## src/rtl/bandscope_pkg.sv

```systemverilog
// Shared constants, state encoding and header-byte helper for the bandscope reader.
package bandscope_pkg;

  localparam int BS_SAMPLES     = 16384;
  localparam int BS_PKT_SAMPLES = 256;
  localparam int BS_NUM_PKTS    = 64;
  localparam int BS_HDR_LEN     = 4;
  localparam logic [7:0] BS_SYNC = 8'h7F;

  // Derived field widths: RAM address, sample-in-packet, packet index, header byte index.
  localparam int BS_ADDR_W = $clog2(BS_SAMPLES);
  localparam int BS_PKT_W  = $clog2(BS_PKT_SAMPLES);
  localparam int BS_IDX_W  = $clog2(BS_NUM_PKTS);
  localparam int BS_HDR_W  = $clog2(BS_HDR_LEN);

  typedef enum logic [2:0] {
    ST_IDLE  = 3'd0,
    ST_HDR   = 3'd1,
    ST_FETCH = 3'd2,
    ST_CAPT  = 3'd3,
    ST_HI    = 3'd4,
    ST_LO    = 3'd5,
    ST_END   = 3'd6
  } bs_rd_state_t;

  // Header layout: sync, sync, packet index, frame sequence.
  function automatic logic [7:0] bs_hdr_byte(input logic [BS_HDR_W-1:0] idx,
                                             input logic [BS_IDX_W-1:0] pkt,
                                             input logic [7:0]          seq);
    logic [7:0] b;
    b = BS_SYNC;
    case (idx)
      2'd2:    b = {{(8-BS_IDX_W){1'b0}}, pkt};
      2'd3:    b = seq;
      default: b = BS_SYNC;
    endcase
    return b;
  endfunction

endpackage

```

## src/rtl/bandscope_reader.sv

```systemverilog
// Reads a completed bandscope RAM fill in address order and streams it to the
// host TX FIFO as 64 packets of (4-byte header + 256 big-endian 16-bit samples).
//
// TX handshake: tx_valid/tx_data come straight from registers. A byte transfers
// on a posedge where tx_valid && tx_ready. Once tx_valid is high, tx_data and
// tx_valid are held unchanged until that transfer happens; a new byte is only
// loaded into the output register when it is empty or emptying this cycle.
import bandscope_pkg::*;

module bandscope_reader (
  input  logic         clock,
  input  logic         reset_n,
  input  logic         bs_on,
  input  logic         bs_ready,
  output logic [13:0]  rd_addr,
  input  logic [15:0]  rd_data,
  output logic [7:0]   tx_data,
  output logic         tx_valid,
  input  logic         tx_ready,
  output logic         busy,
  output logic [7:0]   overrun_cnt,
  output logic [7:0]   frame_seq,
  output bs_rd_state_t dbg_state
);

  bs_rd_state_t         state_q, state_d;
  logic                 bs_q, bs_seen_q;
  logic                 pending_q, pending_d;
  logic [7:0]           overrun_q, overrun_d;
  logic [7:0]           seq_q, seq_d;
  logic [7:0]           seq_next_q, seq_next_d;
  logic [BS_ADDR_W-1:0] addr_q, addr_d;
  logic [BS_HDR_W-1:0]  hdr_cnt_q, hdr_cnt_d;
  logic [15:0]          sample_q, sample_d;
  logic [7:0]           tx_data_q, tx_data_d;
  logic                 tx_valid_q, tx_valid_d;

  logic req, req_on, slot_free, end_leave, start_frame, pkt_done, frame_done;

  // A level change on bs_ready (seen one register later) is one request.
  assign req       = bs_q ^ bs_seen_q;
  assign req_on    = req & bs_on;
  assign slot_free = ~tx_valid_q | tx_ready;
  // addr_q has already advanced past the last fetched sample when these are used.
  assign pkt_done   = (addr_q[BS_PKT_W-1:0] == '0);
  assign frame_done = (addr_q == '0);
  assign end_leave  = (state_q == ST_END) && slot_free;

  // Next-state logic: packet sequencing, output register loading, request bookkeeping.
  always_comb begin
    state_d     = state_q;
    pending_d   = pending_q;
    overrun_d   = overrun_q;
    seq_d       = seq_q;
    seq_next_d  = seq_next_q;
    addr_d      = addr_q;
    hdr_cnt_d   = hdr_cnt_q;
    sample_d    = sample_q;
    tx_data_d   = tx_data_q;
    tx_valid_d  = tx_valid_q;
    start_frame = 1'b0;

    if (tx_valid_q && tx_ready) tx_valid_d = 1'b0;

    // While a frame runs, the first extra request is queued, further ones are counted.
    if (state_q != ST_IDLE && !end_leave && req_on) begin
      if (!pending_q)               pending_d = 1'b1;
      else if (overrun_q != 8'hFF)  overrun_d = overrun_q + 8'd1;
    end

    case (state_q)
      ST_IDLE: start_frame = req_on;
      ST_HDR: begin
        if (slot_free) begin
          tx_valid_d = 1'b1;
          tx_data_d  = bs_hdr_byte(hdr_cnt_q, addr_q[BS_ADDR_W-1 -: BS_IDX_W], seq_q);
          hdr_cnt_d  = hdr_cnt_q + BS_HDR_W'(1);
          if (hdr_cnt_q == BS_HDR_W'(BS_HDR_LEN - 1)) state_d = ST_FETCH;
        end
      end
      ST_FETCH: begin
        addr_d  = addr_q + BS_ADDR_W'(1);
        state_d = ST_CAPT;
      end
      ST_CAPT: begin
        sample_d = rd_data;
        state_d  = ST_HI;
      end
      ST_HI: begin
        if (slot_free) begin
          tx_valid_d = 1'b1;
          tx_data_d  = sample_q[15:8];
          state_d    = ST_LO;
        end
      end
      ST_LO: begin
        if (slot_free) begin
          tx_valid_d = 1'b1;
          tx_data_d  = sample_q[7:0];
          if (!pkt_done)                 state_d = ST_FETCH;
          else if (!frame_done && bs_on) state_d = ST_HDR;
          else                           state_d = ST_END;
        end
      end
      ST_END: begin
        // Wait for the final byte to leave so busy drops only after it.
        if (slot_free) begin
          if (bs_on && (pending_q || req)) begin
            start_frame = 1'b1;
            pending_d   = pending_q & req;
          end else begin
            state_d   = ST_IDLE;
            pending_d = 1'b0;
          end
        end
      end
      default: state_d = ST_IDLE;
    endcase

    if (start_frame) begin
      state_d    = ST_HDR;
      addr_d     = '0;
      hdr_cnt_d  = '0;
      seq_d      = seq_next_q;
      seq_next_d = seq_next_q + 8'd1;
    end
  end

  // State registers with synchronous active-low reset; toggle detector primed from bs_ready.
  always_ff @(posedge clock) begin
    if (!reset_n) begin
      state_q    <= ST_IDLE;
      bs_q       <= bs_ready;
      bs_seen_q  <= bs_ready;
      pending_q  <= 1'b0;
      overrun_q  <= 8'd0;
      seq_q      <= 8'd0;
      seq_next_q <= 8'd0;
      addr_q     <= '0;
      hdr_cnt_q  <= '0;
      sample_q   <= 16'd0;
      tx_data_q  <= 8'd0;
      tx_valid_q <= 1'b0;
    end else begin
      state_q    <= state_d;
      bs_q       <= bs_ready;
      bs_seen_q  <= bs_q;
      pending_q  <= pending_d;
      overrun_q  <= overrun_d;
      seq_q      <= seq_d;
      seq_next_q <= seq_next_d;
      addr_q     <= addr_d;
      hdr_cnt_q  <= hdr_cnt_d;
      sample_q   <= sample_d;
      tx_data_q  <= tx_data_d;
      tx_valid_q <= tx_valid_d;
    end
  end

  assign rd_addr     = addr_q;
  assign tx_data     = tx_data_q;
  assign tx_valid    = tx_valid_q;
  assign busy        = (state_q != ST_IDLE);
  assign overrun_cnt = overrun_q;
  assign frame_seq   = seq_q;
  assign dbg_state   = state_q;

endmodule
```

## config.mk

```make
export PLATFORM = sky130hd
export DESIGN_NAME = bandscope_reader
export DESIGN_NICKNAME = d
export VERILOG_FILES = /design/src/rtl/bandscope_pkg.sv /design/src/rtl/bandscope_reader.sv
export SDC_FILE = /design/constraint.sdc
export NUM_CORES = 1
export LEC_CHECK = 0
export CAP_MARGIN = 20
export CORE_MARGIN = 2
export CORE_UTILIZATION = 47
export CTS_CLUSTER_DIAMETER = 50
export CTS_CLUSTER_SIZE = 30
export DETAILED_ROUTE_END_ITERATION = 12
export PLACE_DENSITY_LB_ADDON = 0.08
export SYNTH_ARGS = -nofsm -noshare
export SYNTH_HDL_FRONTEND = slang
export SYNTH_SLANG_ARGS = --single-unit
```

## constraint.sdc

```tcl
create_clock -name clock -period 1.9 [get_ports clock]
set_input_delay 0.38 -clock clock [delete_from_list [all_inputs] [get_ports clock]]
set_output_delay 0.38 -clock clock [all_outputs]
set_load 0.005 [all_outputs]
```

**Word level (Yosys, flattened, before mapping)**

Cells that the tools add are included.

- Bitwise logic cells: 7
- Add/sub/neg operators: 4
- Reductions and logical operators: 21
- Mux-type cells: 26
- Equal/unequal tests: 22

Operator list:

| kind | number |
|---|---|
| two-way mux 3 bit | 8 |
| two-way mux 8 bit | 3 |
| case mux 8 bit (3 select lines) | 1 |
| case mux 3 bit (7 select lines) | 1 |
| inequality test 3 bit (second input constant) | 6 |
| adder 8 x 1 -> 8 bit (second input constant) | 2 |
| case mux 8 bit (2 select lines) | 1 |
| adder 14 x 1 -> 14 bit (second input constant) | 1 |
| logical NOT 14 bit | 1 |
| inequality test 2 bit (second input constant) | 7 |
| AND reduction 7 bit | 2 |
| two-way mux 1 bit | 11 |
| equality test 3 bit (second input constant) | 3 |
| logical NOT 8 bit | 1 |
| inequality test 8 bit (second input constant) | 1 |
| equality test 3 x 2 -> 1 bit (second input constant) | 2 |
| logical AND 1 bit | 6 |
| nonzero test 3 bit | 2 |
| equality test 2 bit (second input constant) | 2 |
| AND reduction 4 bit | 1 |
| equality test 3 x 1 -> 1 bit (second input constant) | 1 |
| logical NOT 3 bit | 1 |
| NOT 1 bit | 3 |
| AND reduction 3 bit | 1 |
| 10 further kinds | 12 |

- Word-level logic and storage cells: 93
- Register bits after elaboration: 71
- Output and inout port bits: 43
- Input bits: 21

**Longest topological paths before layout**

- Word-level depth: 9
- Depth in mapped cells: 8
- Gate-level depth less buffers: 7

**Worst setup path after synthesis**

Ideal clock, no wire load.

- Path kind: input -> register
- Start: input port tx_ready
- End: register overrun_q[6] (netlist: overrun_cnt[6])
- Library setup time: 0.116 ns
- Stages on the path: 5
- Arrival: 1.732 ns
- Path buffers: 0
- Required time: 1.784 ns
- Slack: 0.052 ns
- Cell sequence: nand2b_1 -> a21oi_2 -> o211ai_1 -> or4b_2 -> o211a_1

- Cells in the longest elaborated chain, start to end: 6

Ends and longest elaborated chain:

| item | RTL line | RTL |
|---|---|---|
| start, declared | bandscope_reader.sv:19 | `input logic tx_ready,` |
| bitwise OR 1 bit | bandscope_reader.sv:43 | `assign slot_free = ~tx_valid_q \| tx_ready;` |
| logical AND 1 bit | bandscope_reader.sv:47 | `assign end_leave = (state_q == ST_END) && slot_free;` |
| logical NOT 1 bit | bandscope_reader.sv:66 | `if (state_q != ST_IDLE && !end_leave && req_on) begin` |
| logical AND 1 bit (2 in series) | bandscope_reader.sv:66 |  |
| AND reduction 3 bit (no source line) | - |  |
| end signal, assigned | bandscope_reader.sv:149 | `overrun_q <= overrun_d;` |
| end, declared | bandscope_reader.sv:29 | `logic [7:0] overrun_q, overrun_d;` |

Every way passes these cells.
A chain may end at the register's enable or synchronous reset.

**Final worst setup path**

- Start: register addr_q[8] (netlist: rd_addr[8])
- End: register state_q[1] (netlist: dbg_state[1])

- Cells in the longest elaborated chain, start to end: 7

Ends and longest elaborated chain:

| item | RTL line | RTL |
|---|---|---|
| start, declared | bandscope_reader.sv:32 | `logic [BS_ADDR_W-1:0] addr_q, addr_d;` |
| start signal, assigned | bandscope_reader.sv:152 | `addr_q <= addr_d;` |
| logical NOT 14 bit | bandscope_reader.sv:46 | `assign frame_done = (addr_q == '0);` |
| logical NOT 1 bit | bandscope_reader.sv:101 | `else if (!frame_done && bs_on) state_d = ST_HDR;` |
| logical AND 1 bit | bandscope_reader.sv:101 |  |
| two-way mux 3 bit | bandscope_reader.sv:101 |  |
| two-way mux 3 bit | bandscope_reader.sv:100 | `if (!pkt_done) state_d = ST_FETCH;` |
| two-way mux 3 bit | bandscope_reader.sv:97 | `if (slot_free) begin` |
| case mux 3 bit (7 select lines) | bandscope_reader.sv:71 | `case (state_q)` |
| end signal, assigned | bandscope_reader.sv:145 | `state_q <= state_d;` |
| end, declared | bandscope_reader.sv:26 | `bs_rd_state_t state_q, state_d;` |

Every way passes these cells. The select of a mux whose other input is x is not followed.

==> qor.csv <==
metric,value,unit
status,completed,
clk_lat worst skew,0.34,ns
layout cell share with drive strength beyond 1,0.165,
Synth Area in Simple Gates,0.241,
"commonest non-fill, non-tap cells in the layout","dfxtp_1, clkdlybuf4s50_1, nand2_1",
die area,0.00765,mm2
grt ovf,0,
total number of vias,3066,
"FFs w/ async S/R, synth",0,
Mapped Area,0.00328,mm2
Multi-input gate area,0.00178,mm2
CTS Sinks,71,
Slew @ Worst Pin,0.598,ns
Nets,501,
Worst EP arrival,2.13,ns
total power,3.25,mW
Lkg Pwr,1.73,nW
setup TNS,0,ns
largest net degree at the start of global routing,19,
Core Box Area,0.00676,mm2
Max rail drop VDD,426,uV
Gate Count Post-Synth,384,
first-pass GRT wire length,13100,um
Post-synth EDFFs,0,
DRC viols,0,
Die W,87.5,um
Synth area leader,dfxtp_1,
Final Routed Wirelength,7860,um
GPL Wtd Cong,0.868,
post-synthesis adder-cell area fraction,0.0229,
top cell family by delay on the critical path,simple AND/OR/NAND/NOR gates,
router iterations before antenna repair,4,
Crit. End Element,flop,
CP max stage delay,0.54,ns
Die Ht,87.5,um
row count,30,
initial drt markers,106,
fmax,539,MHz
synthesis-stage register bit count,71,
CTS tree,yes,
placed cell area,0.00418,mm2
clock root cell,clkbuf_8,
Final Hold Violating Endpoints,0,
largest family of logic cells by synthesized area,simple AND/OR/NAND/NOR gates,
"top cells by area, synth","dfxtp_1, a21oi_1, mux2i_1",
Worst Path Max Fanout,2,
initial antenna violation count,0,
"commonest non-fill, non-tap cell in the layout",dfxtp_1,
Synthesized Nets,411,
final setup fails,0,
critical-path cell list,or4_4 -> o31ai_4 -> o31ai_2 -> or4b_4 -> a21oi_2,
antenna cells,0,
Final Cycle Share,0.976,
IO buf count,63,
mux cell area share after synthesis,0.0649,
critical path class,flop to flop,
Starting Density,0.485,
synthesized area per cell,8.53,um2
fin area,0.00450,mm2
dpl hpwl,5640,um
clk buf depth,2,
Tightest Hold Check Type,flop to flop,
Yosys warning total,0,
sequential share of the synthesized area,0.434,
commonest register cell after synthesis,dfxtp_1,
Num CTS Buffers,9,
Max transition margin,0.600,
RSZ-0062 raised after global routing,true,
buffers and inverters on the worst path,0,
nature of the critical path startpoint,flop,
Avg WL per Cell,14.1,um
total track usage,0.221,
Max-cap violations,0,
power density over the cells,721,mW/mm2
clock slew at reported path FFs,0.08,ns
Yosys top cell area share,0.434,
P&R area growth vs syn,37.4,%
I/O Pins,64,
Tmin final,1.85,ns
synth unique cells,48,
"slowest stage cell, crit path",or4_4,
Max Slew Vio Count,0,
Compound-Gate Fraction of Synth Area,0.149,
FILL cells,599,
Required @ worst endpoint,2.17,ns
vias in the first global route,2719,
htree depth,3,
ANT nets after route,0,
FF+latch area,0.00142,mm2
xor/xnor share of the synthesized area,0.0508,
clk_skew,0.00669,ns
Via-to-Cell Ratio,5.48,
-- synth_stat cells, types with 5 or more instances --
library cell	instances
dfxtp_1	71
nand2_1	49
nor2_1	49
a21oi_1	39
mux2i_1	19
clkbuf_1	17
xor2_1	12
nand3_1	9
a22oi_1	8
o21ai_0	8
or3_1	8
xnor2_1	7
a221oi_1	6
ha_1	6
nand2b_1	6
inv_1	5
-- tightest hold or removal path, stage by stage, from the launching register on --
cell and delay [ns]:
dfxtp_1 0.31, nand2_1 0.05, a21oi_1 0.05
-- cells by family after synthesis --
group           count (synthesis)
xor+xnor                       19
simple gates                  160
fa+ha+maj                       6
mux                            21
buf+inv                        30
compound gates                 77
flops                          71
-- layer usage --
metal / part of all wire / global-route usage / vias up
li1: - / - / 1530
met1: 0.45 / 0.297 / 1438
met2: 0.48 / 0.355 / 87
met3: 0.044 / 0.0303 / 11
met4: 0.020 / 0.0923 / 0
met5: 0 / 0 / -
-- state kept, by name, summed over array words and instances, names as in the netlist, 2 cells and up --
register / flops
overrun_cnt: 8
sample_q: 16
tx_data: 8
seq_next_q: 8
dbg_state: 3
hdr_cnt_q: 2
rd_addr: 14
frame_seq: 8
-- where the power goes --
part | total, mW | switching, mW | leakage (nW) | internal (mW)
Clock | 1.34 | 0.562 | 0.110 | 0.776
Combinational | 0.360 | 0.163 | 1.04 | 0.197
Sequential | 1.55 | 0.0260 | 0.576 | 1.52
Total | 3.25 | 0.752 | 1.73 | 2.49
-- final timing paths --
kind | slack (ns) | start | endpoint | depth (start not counted)
worst max-delay path | 0.05 | rd_addr[8] | dbg_state[1] | 5
worst min-delay path | 0.46 | sample_q[7] | sample_q[7] | 2
worst max register to register | 0.05 | rd_addr[8] | dbg_state[1] | 5
worst min register to register | 0.46 | sample_q[7] | sample_q[7] | 2
-- timing repair --
item,4_1_cts,5_1_grt
hold buffers,0,0
endpoints found under the setup margin,2,9
resized for setup,4,14
pin swaps,1,5
hold endpoints to repair,0,0
buffers inserted,0,5
-- area by class of cell --
type,instances,area share
multi-input combinational,283,0.396
sequential,71,0.316
timing repair buffer,103,0.211
clock buffer,11,0.0314
tap,80,0.0222
clock inverter,5,0.0181
inverter,6,0.00500
-- through the flow --
step | hold WS [ns] | std cells | worst slack, ns | util
6_report | 0.456 | 559 | 0.0463 | 0.666
5_1_grt | 0.474 | 559 | -0.0576 | 0.666
4_1_cts | 0.458 | 554 | 0.0334 | 0.654
3_5_place_dp | 0.447 | 538 | -0.359 | 0.619
3_3_place_gp | 0.440 | 538 | -0.300 | 0.619
2_1_floorplan | 0.408 | 384 | 0.0519 | -
Note: power is estimated with default switching activity, not from simulation.
==> edit 1 (same flow settings) <==
Set the package constant `BS_HDR_LEN` to 16 (it was 4).
--- a/src/rtl/bandscope_pkg.sv
+++ b/src/rtl/bandscope_pkg.sv
@@ -4,7 +4,7 @@
   localparam int BS_SAMPLES     = 16384;
   localparam int BS_PKT_SAMPLES = 256;
   localparam int BS_NUM_PKTS    = 64;
-  localparam int BS_HDR_LEN     = 4;
+  localparam int BS_HDR_LEN     = 16;
   localparam logic [7:0] BS_SYNC = 8'h7F;
 
   // Derived field widths: RAM address, sample-in-packet, packet index, header byte index.
Behaviour: not the same (Yosys sat finds a counterexample within 10 cycles, from zero or initial values and one cycle with reset_n low).
==> edit 1 against the unedited design <==
Worst setup slack better by 67 ps. Design area is 3.7% higher. Synthesized area grew 8.9%. Final cell count grew 6.8%. Wire length rose by 4.8%. Sequential share of layout area decreased by 0.26 points. Power fell by 0.73%. Sequential cell count up 2. Critical endpoint is now dbg_state[2].
==> edit 1: results (changes against the unedited design) <==
stage,metric,value,unit,change
logic_synthesis,syn_nets,439,,+6.8%
placed_design,dp.cells,581,,+8.0%
placed_design,gp_congestion,0.817,,-5.9%
clock_network,post_cts.repair.setup_buffers,0,,unchanged
grt,first_global_vias,2903,,+6.8%
power_and_ir_drop,power_leakage,1.74,nW,+0.61%
timing,finClkSkew,9.78,ps,+3.09 ps
drt,ant_nets,0,,unchanged
timing,tightest_slew,425,ps,-173 ps
critical_path,regToRegSetupSlack,170,ps,+120 ps
critical_path,timing.rr.start,bs_q,,
logic_synthesis,synth_cell_types,54,,+13%
drt,drt-total-wl,8.23,mm,+4.8%
drt,drt_iter0_markers,100,,-5.7%
grt,grt_usage,20.5,%,-1.6 points
power_and_ir_drop,p_sw_share,22.1,%,-1.1 points
clock_network,path_clk_slew,70,ps,
drt,post_drt_wl_per_cell,13.8,um,-1.9%
hold_path,hold_path.class,primary input to flop,,
critical_path,cp.arrival,1410,ps,-720 ps
clock_network,max-clock-path-buffers,2,,unchanged
critical_path,cpPeakStageDelay,510,ps,-30 ps
power_and_ir_drop,ir_drop,418,uV,-1.7%
timing,period_minus_slack,1790,ps,-67.4 ps
clock_network,htreeDepth,3,,unchanged
final_layout,final_nets,520,,+3.8%
drt,vias,3085,,+0.62%
logic_synthesis,synthTopCellsByArea,"dfxtp_1 (41%), mux2i_1 (8.1%), nand2_1 (8.1%)",,
hold_path,min_to,pending_q,,
critical_path,cp_top_family,buffers and inverters,,
logic_synthesis,async_flop_share,0,%,unchanged
hold_path,worstHoldStart,reset_n,,
placed_design,pre_cts_ws,-171,ps,+188 ps
critical_path,reg2reg_to,seq_next_q[5],,
critical_path,cp_max_fo,7,,+5
final_layout,largest_reg_flops,16,,unchanged
logic_synthesis,synth_common_cells,"nand2_1 (77), dfxtp_1 (73), nor2_1 (31)",,
drt,dr.pass1.iters,5,,+1
grt,grt_max_degree,32,,+13
final_layout,fillers,638,,+6.5%
critical_path,reg2reg_depth,6,,+1
final_layout,antennaDiodeCount,0,,unchanged
grt,grt_first_pass_wirelength,13.6,mm,+3.8%
critical_path,crit_slowest_cell,clkdlybuf4s50_1,,
placed_design,hpwl,6.07,mm,+7.7%
logic_synthesis,ys_seq_area_share,41.0,%,-2.4 points
run_status,status,completed,,
logic_synthesis,avgSynthCellArea,8.66,um2,+1.5%
final_layout,layout-drive-gt1-share,11.8,%,-4.6 points
hold_path,hold_depth,3,,+1
edit 1: cell types whose count changed after synthesis, sizes merged, moves of 10 or more:
cell / before / now
nand2: 49 / 77
mux2i: 19 / 29
a21boi: 0 / 23
nand4: 4 / 16
nor2b: 4 / 15
nor2: 49 / 32
a21oi: 40 / 7
edit 1: metrics by stage:
stage               cell area [um2]  hold WS [ps]
floorplan                      3570           408
global placement               4440           448
detailed placement             4440           452
CTS                            4670           376
global route                   4670           374
finish                         4670           396
edit 1: final cells by class:
type,count,area [um2],share of cell area (%)
clock inverters,1,30.0,0.643
well taps,99,124,2.65
flip-flops and latches,73,1460,31.4
repair buffers,92,855,18.3
multi-input cells,307,1960,42.0
clock buffers,15,196,4.21
inverters,10,37.5,0.804
edit 1: per-layer routing:
layer | part of all wire [%] | vias up | wire (um) | track usage, %
li1 | - | 1581 | - | -
met1 | 47 | 1439 | 3910 | 26.0
met2 | 47 | 58 | 3850 | 33.6
met3 | 4.7 | 7 | 387 | 4.98
met4 | 1.1 | 0 | 89 | 7.58
met5 | 0 | - | 0 | 0
edit 1: logic make-up after synthesis:
family / share of synthesized area [%]
mux: 8.45
simple gates: 26.7
buf+inv: 4.07
xor+xnor: 4.63
compound gates: 13.0
flops: 41.0
fa+ha+maj: 2.10
edit 1: worst max-delay path by stage:
| stage | startpoint | end | cells past startpoint |
|---|---|---|---|
| after CTS | dbg_state[2] | dbg_state[2] | 2 |
| after floorplan | rd_addr[2] | dbg_state[0] | 5 |
| after detailed placement | tx_ready | seq_next_q[5] | 7 |
| after global placement | bs_on | seq_next_q[5] | 6 |
| after global routing | dbg_state[2] | dbg_state[2] | 2 |
| final | dbg_state[2] | dbg_state[2] | 2 |
edit 1: worst min-delay path, cell delays in order:
cell and delay [ps]:
buf_2 180, o31ai_1 90, a21oi_1 40
edit 1: what timing repair did:
item,CTS,global route
hold endpoints to repair,0,0
resized for setup,2,2
gates cloned,0,0
setup endpoints to repair,1,7
edit 1: power groups by stage:
stage	sequential (mW)	clock (mW)	combinational, mW
after global placement	1.63	0	0.293
after floorplan	1.62	0	0.153
after CTS	1.59	1.36	0.299
after detailed placement	1.63	0	0.299
after global routing	1.60	1.44	0.324
final	1.59	1.33	0.298
==> edit 2 (same flow settings) <==
Made on the original files. Put one more register stage on the output `dbg_state`, without a reset. The value now appears one clock later. The other outputs are not delayed to match.
--- a/src/rtl/bandscope_reader.sv
+++ b/src/rtl/bandscope_reader.sv
@@ -163,6 +163,8 @@
   assign busy        = (state_q != ST_IDLE);
   assign overrun_cnt = overrun_q;
   assign frame_seq   = seq_q;
-  assign dbg_state   = state_q;
+  always_ff @(posedge clock) begin
+    dbg_state <= state_q;
+  end
 
 endmodule
Check against the original RTL: not equivalent (Yosys sat finds a counterexample within 4 cycles, from zero or initial values and one cycle with reset_n low).
==> edit 2 against the unedited design <==
Highest routed layer unchanged. Power decreased by 2.5%. Worst setup slack lost 45 ps. Utilization fell by 0.43 points. Combinational power is 32% lower. Sequential cell count increased by 3. Wire length rose by 2.9%. Design area rose by 1.6%. Synthesized area rose by 3.7%.
==> edit 2: results (changes against the unedited design) <==
stage,metric,value,unit,change
placed_design,gp_congestion,0.796,,-8.3%
final_layout,n_all_inverters,16,,+10
final_layout,fin_util,66.2,%,-0.43 points
timing,timing.hold.ws,449,ps,-7.18 ps
logic_synthesis,synthCells,416,,+8.3%
final_layout,final_nets,525,,+4.8%
drt,drt_iter0_markers,160,,+51%
placed_design,pre_cts_ws,-190,ps,+170 ps
power_and_ir_drop,pg_seq,1.59,mW,+3%
logic_synthesis,synthMuxAreaShare,4.46,%,-2.0 points
hold_path,hold_path.class,flop to flop,,
run_status,status,completed,,
timing,tightest_slew,455,ps,-143 ps
grt,grt_first_pass_wirelength,13.3,mm,+1.3%
final_layout,fillers,627,,+4.7%
drt,wl_met3,338,um,-2.6%
logic_synthesis,synth_common_cells,"dfxtp_1 (74), nor2_1 (53), nand2_1 (52)",,
placed_design,dpl_cell_area,4320,um2,+3.3%
timing,finClkSkew,10.8,ps,+4.07 ps
grt,grt_max_degree,29,,+10
placed_design,hpwl,5.87,mm,+4.1%
logic_synthesis,synthTopCellsByArea,"dfxtp_1 (44%), a21oi_1 (6.8%), nor2_1 (5.9%)",,
final_layout,seq_cell_count,74,,+4.2%
final_layout,multi_input_area_share,39.1,%,-0.55 points
critical_path,timing.rr.start,rd_addr[11],,
timing,period_minus_slack,1900,ps,+45.1 ps
logic_synthesis,ys_seq_area_share,43.6,%,+0.22 points
final_layout,num-multi-input-gates,303,,+7.1%
final_layout,sh_seq_area,32.5,%,+0.86 points
logic_synthesis,synth_cell_types,40,,-17%
grt,first_global_vias,2867,,+5.4%
final_layout,buffers,94,,-8.7%
logic_synthesis,synthAdderAreaFrac,2.21,%,-0.082 points
logic_synthesis,synthXorXnorAreaFrac,5.67,%,+0.59 points
logic_synthesis,syn_nets,443,,+7.8%
drt,met1Wirelength,3.77,mm,+5.8%
drt,vias,3128,,+2.0%
final_layout,buffer_area_share,19.7,%,-1.4 points
drt,drt-total-wl,8.09,mm,+2.9%
placed_design,dp.cells,582,,+8.2%
final_layout,clk_share,4.79,%,-0.16 points
critical_path,worstSetupEndpoint,state_q[2],,
grt,grt_usage,21.7,%,-0.36 points
power_and_ir_drop,ir_drop,421,uV,-1.1%
## edit 2: metal layers
| layer | vias up | GRT usage [%] |
|---|---|---|
| li1 | 1590 | - |
| met1 | 1447 | 28.4 |
| met2 | 76 | 34.4 |
| met3 | 15 | 4.34 |
| met4 | 0 | 10.7 |
| met5 | - | 0 |
## edit 2: how the worst min path moves through the flow
stage | startpoint | endpoint | cells after the start
detailed placement | sample_q[11] | sample_q[11] | 2
floorplan | state_q[2] | dbg_state[2] | 0
CTS | state_q[0] | dbg_state[0] | 0
finish | state_q[0] | dbg_state[0] | 0
global route | state_q[0] | dbg_state[0] | 0
global placement | sample_q[9] | sample_q[9] | 2
## edit 2: worst max-delay path: cells and delay by family (launching register included)
family / cells / cell delay, ps
and+or+nand+nor: 3 / 1110
DFF: 1 / 320
AOI/OAI and AO/OA: 2 / 380
## edit 2: timing repair
action / CTS / global route
buffers inserted: 1 / 0
pin swaps: 2 / 0
endpoints found under the setup margin: 2 / 2
resized for setup: 5 / 1
